## src/rtl/ps2_cursor_pkg.sv

```systemverilog
// Shared types, screen-region constants and region-test helpers for the PS/2 cursor tracker.
package ps2_cursor_pkg;

  typedef logic signed [8:0] ps2_delta_t;

  localparam int GAME_X_LIMIT = 512;
  localparam int GAME_Y_LIMIT = 480;

  localparam int RETRACT_X0 = 544;
  localparam int RETRACT_X1 = 607;
  localparam int RETRACT_Y0 = 32;
  localparam int RETRACT_Y1 = 63;

  localparam int RETRY_X0 = RETRACT_X0;
  localparam int RETRY_X1 = RETRACT_X1;
  localparam int RETRY_Y0 = 96;
  localparam int RETRY_Y1 = 127;

  function automatic logic in_game_area(input int x, input int y);
    return (x < GAME_X_LIMIT) && (y < GAME_Y_LIMIT);
  endfunction

  function automatic logic in_retract_area(input int x, input int y);
    return (x >= RETRACT_X0) && (x <= RETRACT_X1) && (y >= RETRACT_Y0) && (y <= RETRACT_Y1);
  endfunction

  function automatic logic in_retry_area(input int x, input int y);
    return (x >= RETRY_X0) && (x <= RETRY_X1) && (y >= RETRY_Y0) && (y <= RETRY_Y1);
  endfunction

endpackage

```

## src/rtl/ps2_axis_accum.sv

```systemverilog
// One cursor axis: scale the captured delta, optionally accelerate it, then clamp-accumulate.
// Acceleration is built in only when CURSOR_ACCEL_EN is defined.
module ps2_axis_accum
  import ps2_cursor_pkg::*;
#(
  parameter int POS_W        = 10,
  parameter int MAX          = 639,
  parameter int SHIFT        = 0,
  parameter int ACCEL_THRESH = 16,
  parameter bit INVERT       = 1'b0
) (
  input  logic             sys_clk,
  input  logic             reset,
  input  logic             valid_in,
  input  logic [8:0]       inc_in,
  output logic [POS_W-1:0] pos
);

  localparam int W = POS_W + 2;
  localparam logic [POS_W-1:0]    RST_POS  = POS_W'((MAX + 1) / 2);
  localparam logic [POS_W-1:0]    MAX_POS  = POS_W'(MAX);
  localparam logic signed [W-1:0] MAX_S    = W'(MAX);
  localparam logic signed [W-1:0] THRESH_S = W'(ACCEL_THRESH);
`ifdef CURSOR_ACCEL_EN
  localparam bit ACCEL_ON = 1'b1;
`else
  localparam bit ACCEL_ON = 1'b0;
`endif

  ps2_delta_t          inc;
  logic signed [W-1:0] ext;
  logic signed [W-1:0] scaled;
  logic signed [W-1:0] delta_d, delta_q;
  logic signed [W-1:0] sum;
  logic                v_b_d, v_b_q;
  logic [POS_W-1:0]    pos_d, pos_q;

  assign inc = inc_in;

  // Stage B: widen before shifting so the negated -256 still fits.
  always_comb begin
    ext    = {{(W - 9){inc[8]}}, inc};
    scaled = ext >>> SHIFT;
    if (INVERT) begin
      scaled = -scaled;
    end
    delta_d = scaled;
    if (ACCEL_ON && ((scaled > THRESH_S) || (scaled < -THRESH_S))) begin
      delta_d = scaled <<< 1;
    end
    v_b_d = valid_in;
  end

  // Stage C: sign bit of the widened sum flags movement past zero.
  always_comb begin
    sum   = $signed({2'b00, pos_q}) + delta_q;
    pos_d = pos_q;
    if (v_b_q) begin
      if (sum[W-1]) begin
        pos_d = '0;
      end else if (sum > MAX_S) begin
        pos_d = MAX_POS;
      end else begin
        pos_d = sum[POS_W-1:0];
      end
    end
  end

  always_ff @(posedge sys_clk or posedge reset) begin
    if (reset) begin
      delta_q <= '0;
      v_b_q   <= 1'b0;
      pos_q   <= RST_POS;
    end else begin
      delta_q <= delta_d;
      v_b_q   <= v_b_d;
      pos_q   <= pos_d;
    end
  end

  assign pos = pos_q;

endmodule

```

## src/rtl/ps2_cursor_tracker.sv

```systemverilog
// Cursor tracker: captures PS/2 packets, accumulates per-axis position, derives grid/regions and click pulses.
// Optional acceleration is enabled by defining CURSOR_ACCEL_EN.
module ps2_cursor_tracker
  import ps2_cursor_pkg::*;
#(
  parameter int POS_W        = 10,
  parameter int X_MAX        = 639,
  parameter int Y_MAX        = 479,
  parameter int SHIFT        = 0,
  parameter int CELL_LOG2    = 5,
  parameter int ACCEL_THRESH = 16
) (
  input  logic                       sys_clk,
  input  logic                       reset,
  input  logic                       data_ready,
  input  logic [8:0]                 x_increment,
  input  logic [8:0]                 y_increment,
  input  logic                       left_button,
  input  logic                       right_button,
  output logic [POS_W-1:0]           pos_x,
  output logic [POS_W-1:0]           pos_y,
  output logic [POS_W-CELL_LOG2-1:0] cell_col,
  output logic [POS_W-CELL_LOG2-1:0] cell_row,
  output logic                       in_game,
  output logic                       left_click,
  output logic                       right_click,
  output logic                       retract,
  output logic                       retry
);

  localparam int CW = POS_W - CELL_LOG2;
  localparam logic [POS_W-1:0] RST_X = POS_W'((X_MAX + 1) / 2);
  localparam logic [POS_W-1:0] RST_Y = POS_W'((Y_MAX + 1) / 2);
  localparam logic [CW-1:0]    RST_COL = RST_X[POS_W-1:CELL_LOG2];
  localparam logic [CW-1:0]    RST_ROW = RST_Y[POS_W-1:CELL_LOG2];
  localparam logic RST_IN_GAME = in_game_area((X_MAX + 1) / 2, (Y_MAX + 1) / 2);
  localparam logic RST_RETRACT = in_retract_area((X_MAX + 1) / 2, (Y_MAX + 1) / 2);
  localparam logic RST_RETRY   = in_retry_area((X_MAX + 1) / 2, (Y_MAX + 1) / 2);

  logic          accept;
  logic          dr_prev_d, dr_prev_q;
  logic [8:0]    x_inc_d, x_inc_q;
  logic [8:0]    y_inc_d, y_inc_q;
  logic          v_a_d, v_a_q;
  logic [CW-1:0] cell_col_d, cell_col_q;
  logic [CW-1:0] cell_row_d, cell_row_q;
  logic          in_game_d, in_game_q;
  logic          retract_hit_d, retract_hit_q;
  logic          retry_hit_d, retry_hit_q;
  logic          left_prev_d, left_prev_q;
  logic          right_prev_d, right_prev_q;
  logic          left_click_d, left_click_q;
  logic          right_click_d, right_click_q;
  logic          retract_d, retract_q;
  logic          retry_d, retry_q;

  // Stage A: a held data_ready produces only one accept.
  always_comb begin
    accept    = data_ready & ~dr_prev_q;
    dr_prev_d = data_ready;
    x_inc_d   = x_inc_q;
    y_inc_d   = y_inc_q;
    if (accept) begin
      x_inc_d = x_increment;
      y_inc_d = y_increment;
    end
    v_a_d = accept;
  end

  ps2_axis_accum #(
    .POS_W       (POS_W),
    .MAX         (X_MAX),
    .SHIFT       (SHIFT),
    .ACCEL_THRESH(ACCEL_THRESH),
    .INVERT      (1'b0)
  ) u_accum_x (
    .sys_clk (sys_clk),
    .reset   (reset),
    .valid_in(v_a_q),
    .inc_in  (x_inc_q),
    .pos     (pos_x)
  );

  ps2_axis_accum #(
    .POS_W       (POS_W),
    .MAX         (Y_MAX),
    .SHIFT       (SHIFT),
    .ACCEL_THRESH(ACCEL_THRESH),
    .INVERT      (1'b1)
  ) u_accum_y (
    .sys_clk (sys_clk),
    .reset   (reset),
    .valid_in(v_a_q),
    .inc_in  (y_inc_q),
    .pos     (pos_y)
  );

  always_comb begin
    cell_col_d    = pos_x[POS_W-1:CELL_LOG2];
    cell_row_d    = pos_y[POS_W-1:CELL_LOG2];
    in_game_d     = in_game_area(int'(pos_x), int'(pos_y));
    retract_hit_d = in_retract_area(int'(pos_x), int'(pos_y));
    retry_hit_d   = in_retry_area(int'(pos_x), int'(pos_y));
  end

  // Region qualifiers use the registered hit, so a press alongside a packet sees the old position.
  always_comb begin
    left_prev_d   = left_button;
    right_prev_d  = right_button;
    left_click_d  = left_button & ~left_prev_q;
    right_click_d = right_button & ~right_prev_q;
    retract_d     = left_click_d & retract_hit_q;
    retry_d       = left_click_d & retry_hit_q;
  end

  always_ff @(posedge sys_clk or posedge reset) begin
    if (reset) begin
      dr_prev_q     <= 1'b0;
      x_inc_q       <= '0;
      y_inc_q       <= '0;
      v_a_q         <= 1'b0;
      cell_col_q    <= RST_COL;
      cell_row_q    <= RST_ROW;
      in_game_q     <= RST_IN_GAME;
      retract_hit_q <= RST_RETRACT;
      retry_hit_q   <= RST_RETRY;
      left_prev_q   <= 1'b0;
      right_prev_q  <= 1'b0;
      left_click_q  <= 1'b0;
      right_click_q <= 1'b0;
      retract_q     <= 1'b0;
      retry_q       <= 1'b0;
    end else begin
      dr_prev_q     <= dr_prev_d;
      x_inc_q       <= x_inc_d;
      y_inc_q       <= y_inc_d;
      v_a_q         <= v_a_d;
      cell_col_q    <= cell_col_d;
      cell_row_q    <= cell_row_d;
      in_game_q     <= in_game_d;
      retract_hit_q <= retract_hit_d;
      retry_hit_q   <= retry_hit_d;
      left_prev_q   <= left_prev_d;
      right_prev_q  <= right_prev_d;
      left_click_q  <= left_click_d;
      right_click_q <= right_click_d;
      retract_q     <= retract_d;
      retry_q       <= retry_d;
    end
  end

  assign cell_col    = cell_col_q;
  assign cell_row    = cell_row_q;
  assign in_game     = in_game_q;
  assign left_click  = left_click_q;
  assign right_click = right_click_q;
  assign retract     = retract_q;
  assign retry       = retry_q;

endmodule

```

## config.mk

```make
export PLATFORM = sky130hd
export DESIGN_NAME = ps2_cursor_tracker
export DESIGN_NICKNAME = d
export VERILOG_FILES = /design/src/rtl/ps2_cursor_pkg.sv /design/src/rtl/ps2_axis_accum.sv /design/src/rtl/ps2_cursor_tracker.sv
export SDC_FILE = /design/constraint.sdc
export NUM_CORES = 1
export LEC_CHECK = 0
export CORE_MARGIN = 2
export CORE_UTILIZATION = 49
export CTS_CLUSTER_DIAMETER = 60
export DETAILED_ROUTE_END_ITERATION = 12
export GPL_TIMING_DRIVEN = 1
export PLACE_DENSITY = 0.76
export SKIP_CTS_REPAIR_TIMING = 1
export SLEW_MARGIN = 20
export SYNTH_ARGS = -nofsm -noshare
export SYNTH_HDL_FRONTEND = slang
export SYNTH_SLANG_ARGS = --single-unit
```

## constraint.sdc

```tcl
create_clock -name sys_clk -period 2.6 [get_ports sys_clk]
set_clock_uncertainty 0.05 [all_clocks]
set_input_delay 0.52 -clock sys_clk [delete_from_list [all_inputs] [get_ports sys_clk]]
set_output_delay 0.52 -clock sys_clk [all_outputs]
set_load 0.02 [all_outputs]
```

==> impl_results.md <==
- Status: finished, final reports clean
- WP depth: 10
- Most frequent cells in the layout: 69 x dfrtp_1, 57 x clkdlybuf4s50_1, 37 x buf_4
- Post-route ant nets: 0
- Total wire length: 9.35 mm
- Slowest CP cell: dfrtp_1
- Highest clock rate: 386 MHz
- Clock buffer depth: 2
- Syn Std Cell Area: 4040 µm²
- DR vias: 3155
- R2R depth: 10
- Post-route setup TNS: 0 ps
- Worst setup margin: 12.3 ps
- First-pass GRT wire length: 14.2 mm
- CP max stage delay: 400 ps
- Startpoint Class: flop
- Height of the chip: 94.8 µm
- Die Wd: 94.8 µm
- FF+latch count, synth: 81
- Syn nets: 400
- Pwr dens: 1090 nW/µm²
- Sink Count: 81
- Worst Tran Pin Value: 713 ps
- DRC errors left: 0
- Crit path capture type: flop
- Max layer used: met4
- Layout cells sized above 1: 28.1%
- Synth cell types: 62
- Diode count: 0
- CTS Buf Count: 9
- Largest net degree at the start of global routing: 61
- CTS root buffer: clkbuf_8
- Post-synth EDFFs: 0
- Post-Route M1 WL: 4.14 mm
- Crit path top cell by count: o2111ai_4
- Hold Vio Cnt, Final: 0
- Area Growth Syn to Fin: 34.7%
- Final Critical Period: 2590 ps
- DR WL met3: 510 µm
- Max IR drop VDD: 0.000421 V
- Ports: 58
- Post-detail-place hpwl: 6.43 mm
- CP Buf/Inv Count: 1
- Primary FF master, synth: dfrtp_1
- Crit path DAT: 2750 ps
- Number of warnings issued by yosys: 0
- Crit-path leading delay family: compound AO/OA/AOI/OAI gates
- Worst path required time: 2760 ps
- Hold/Removal Path Class: reg2reg
- Critical path peak fanout: 5
- Placer Congestion: 0.965
- Post-synth ARST share: 100%
- Pre-CTS setup slack: -100 ps
- Period utilization: 99.5%
- Commonest non-fill, non-tap cell in the layout: dfrtp_1
- Hold Crit Depth: 0
- Max cap viols: 0
- Core Area: 8090 µm²
- CTS clk-pin slew, worst paths: 90 ps
- Cells after synthesis: 353
- Relative slew margins: 52.4%
- Critical path type: reg2reg
- DRT Pass-1 Iters: 4
- Vias per cell: 5.62
- Iter 0 DRT Violations: 164
- DR WL met2: 4.60 mm
- Htree depth: 3
- CTS tree: done
- Final Net Count: 498
- Post-Syn Area per Cell: 11.5 µm²
- RSZ-0062 raised after global routing: yes
- Starting density of the core: 50.0%
- Critical-path cell list: ha_2 -> inv_1 -> fa_2 -> nor2b_4 -> o2111ai_4 -> a31oi_4 -> or3b_4 -> o2111ai_4 -> a41oi_4 -> a311oi_2
- Leakage power: 2.29 nW
- # setup viols final: 0
- Gr ovfl total: 0
- WHS: 311 ps
- Initial antenna violation count: 0
- Die area: 9000 µm²
- I/O Buffers: 57
- DR WL/cell: 16.7 µm
- Total power: 0.00594 W
- Num rows: 33
- Sequential element share of the synthesized area: 50.5%
- Gr usage total: 20.6%
- Slew Limit Fails: 0
- Filler cells: 612
- Vias in the first global route: 2981
- Worst skew pair latency: 350 ps
final timing paths:
path	slack [ps]	to	from
setup / recovery	10	u_accum_y.pos[1]$_DFFE_PP0P_	u_accum_y.pos[0]$_DFFE_PP0P_
hold / removal	310	u_accum_x.delta_q[6]$_DFF_PP0_	x_inc_q[6]$_DFFE_PP0P_
setup reg to reg	10	u_accum_y.pos[1]$_DFFE_PP0P_	u_accum_y.pos[0]$_DFFE_PP0P_
hold reg to reg	310	u_accum_x.delta_q[6]$_DFF_PP0_	x_inc_q[6]$_DFFE_PP0P_
max in group asynchronous	1640	in_game$_DFF_PP1_	reset
min in group asynchronous	540	u_accum_x.pos[1]$_DFFE_PP0P_	reset
kinds of logic after synthesis:
family | Yosys count | share of synthesized area (%)
AO/OA/AOI/OAI | 97 | 19.1
AND/OR/NAND/NOR | 86 | 10.4
flip-flops | 81 | 50.5
buffers and inverters | 25 | 2.35
adder cells (fa/ha/maj) | 24 | 7.80
XOR/XNOR | 22 | 4.95
multiplexers | 18 | 4.95
state kept, by name (all words and copies together), names as in the netlist:
| signal | cells |
|---|---|
| u_accum_y.delta_q | 12 |
| u_accum_x.pos | 10 |
| u_accum_y.pos | 10 |
| u_accum_x.delta_q | 9 |
| x_inc_q | 9 |
| y_inc_q | 9 |
| cell_col | 5 |
| cell_row | 5 |
| dr_prev_q | 1 |
| in_game | 1 |
| left_click | 1 |
| left_prev_q | 1 |
| retract | 1 |
| retract_hit_q | 1 |
| retry | 1 |
| retry_hit_q | 1 |
| right_click | 1 |
| right_prev_q | 1 |
| u_accum_y.v_b_q | 1 |
| v_a_q | 1 |
power breakdown:
part	internal, W	total (W)	switching [W]
combinational	0.00149	0.00322	0.00173
clock	0.000477	0.000937	0.000460
sequential	0.00158	0.00179	0.000206
synthesized netlist by cell type (3+ instances only):
library cell  number  area, µm²
nor3_1             7       35.0
xor2_1             9       78.8
ha_1              22        275
a211oi_1           3       22.5
and2_1             5       31.3
nand4_1            3       18.8
a21o_1             5       37.5
mux2_2            16        180
nor2b_1           10       62.6
o2111ai_1          3       26.3
a211o_1            4       35.0
o21ai_0           11       55.1
nand2_1           23       86.3
dfrtp_1           69       1730
clkbuf_1           6       22.5
a32oi_1            6       52.6
nor2_1            23       86.3
dfstp_2           12        315
a311oi_1           3       26.3
o2bb2ai_1          4       35.0
o31ai_1            3       22.5
xnor2_1           12        105
a21oi_1           19       95.1
o21a_1             6       45.0
inv_1             17       63.8
a31oi_1            3       18.8
through the flow:
stage          instance area (µm²)  cells  util [%]
2_1_floorplan                 4050    353         -
3_3_place_gp                  4940    535      61.1
5_1_grt                       5450    561      67.3
3_5_place_dp                  4940    535      61.1
6_report                      5450    561      67.3
4_1_cts                       5140    551      63.6
per-layer routing:
metal	GRT usage, %	vias to the layer above
li1	-	1482
met1	27.7	1574
met2	33.6	89
met3	4.95	10
met4	5.68	0
met5	0	-
layout make-up:
type | instances | area, µm² | share of cell area (%)
Timing Repair Buffer | 95 | 868 | 15.9
Sequential cell | 81 | 2040 | 37.5
Clock inverter | 5 | 62.6 | 1.15
Inverter | 17 | 67.6 | 1.24
Clock buffer | 11 | 141 | 2.60
Multi-Input combinational cell | 247 | 2130 | 39.2
Tap cell | 105 | 131 | 2.41
Note: power is estimated with default switching activity, not from simulation.
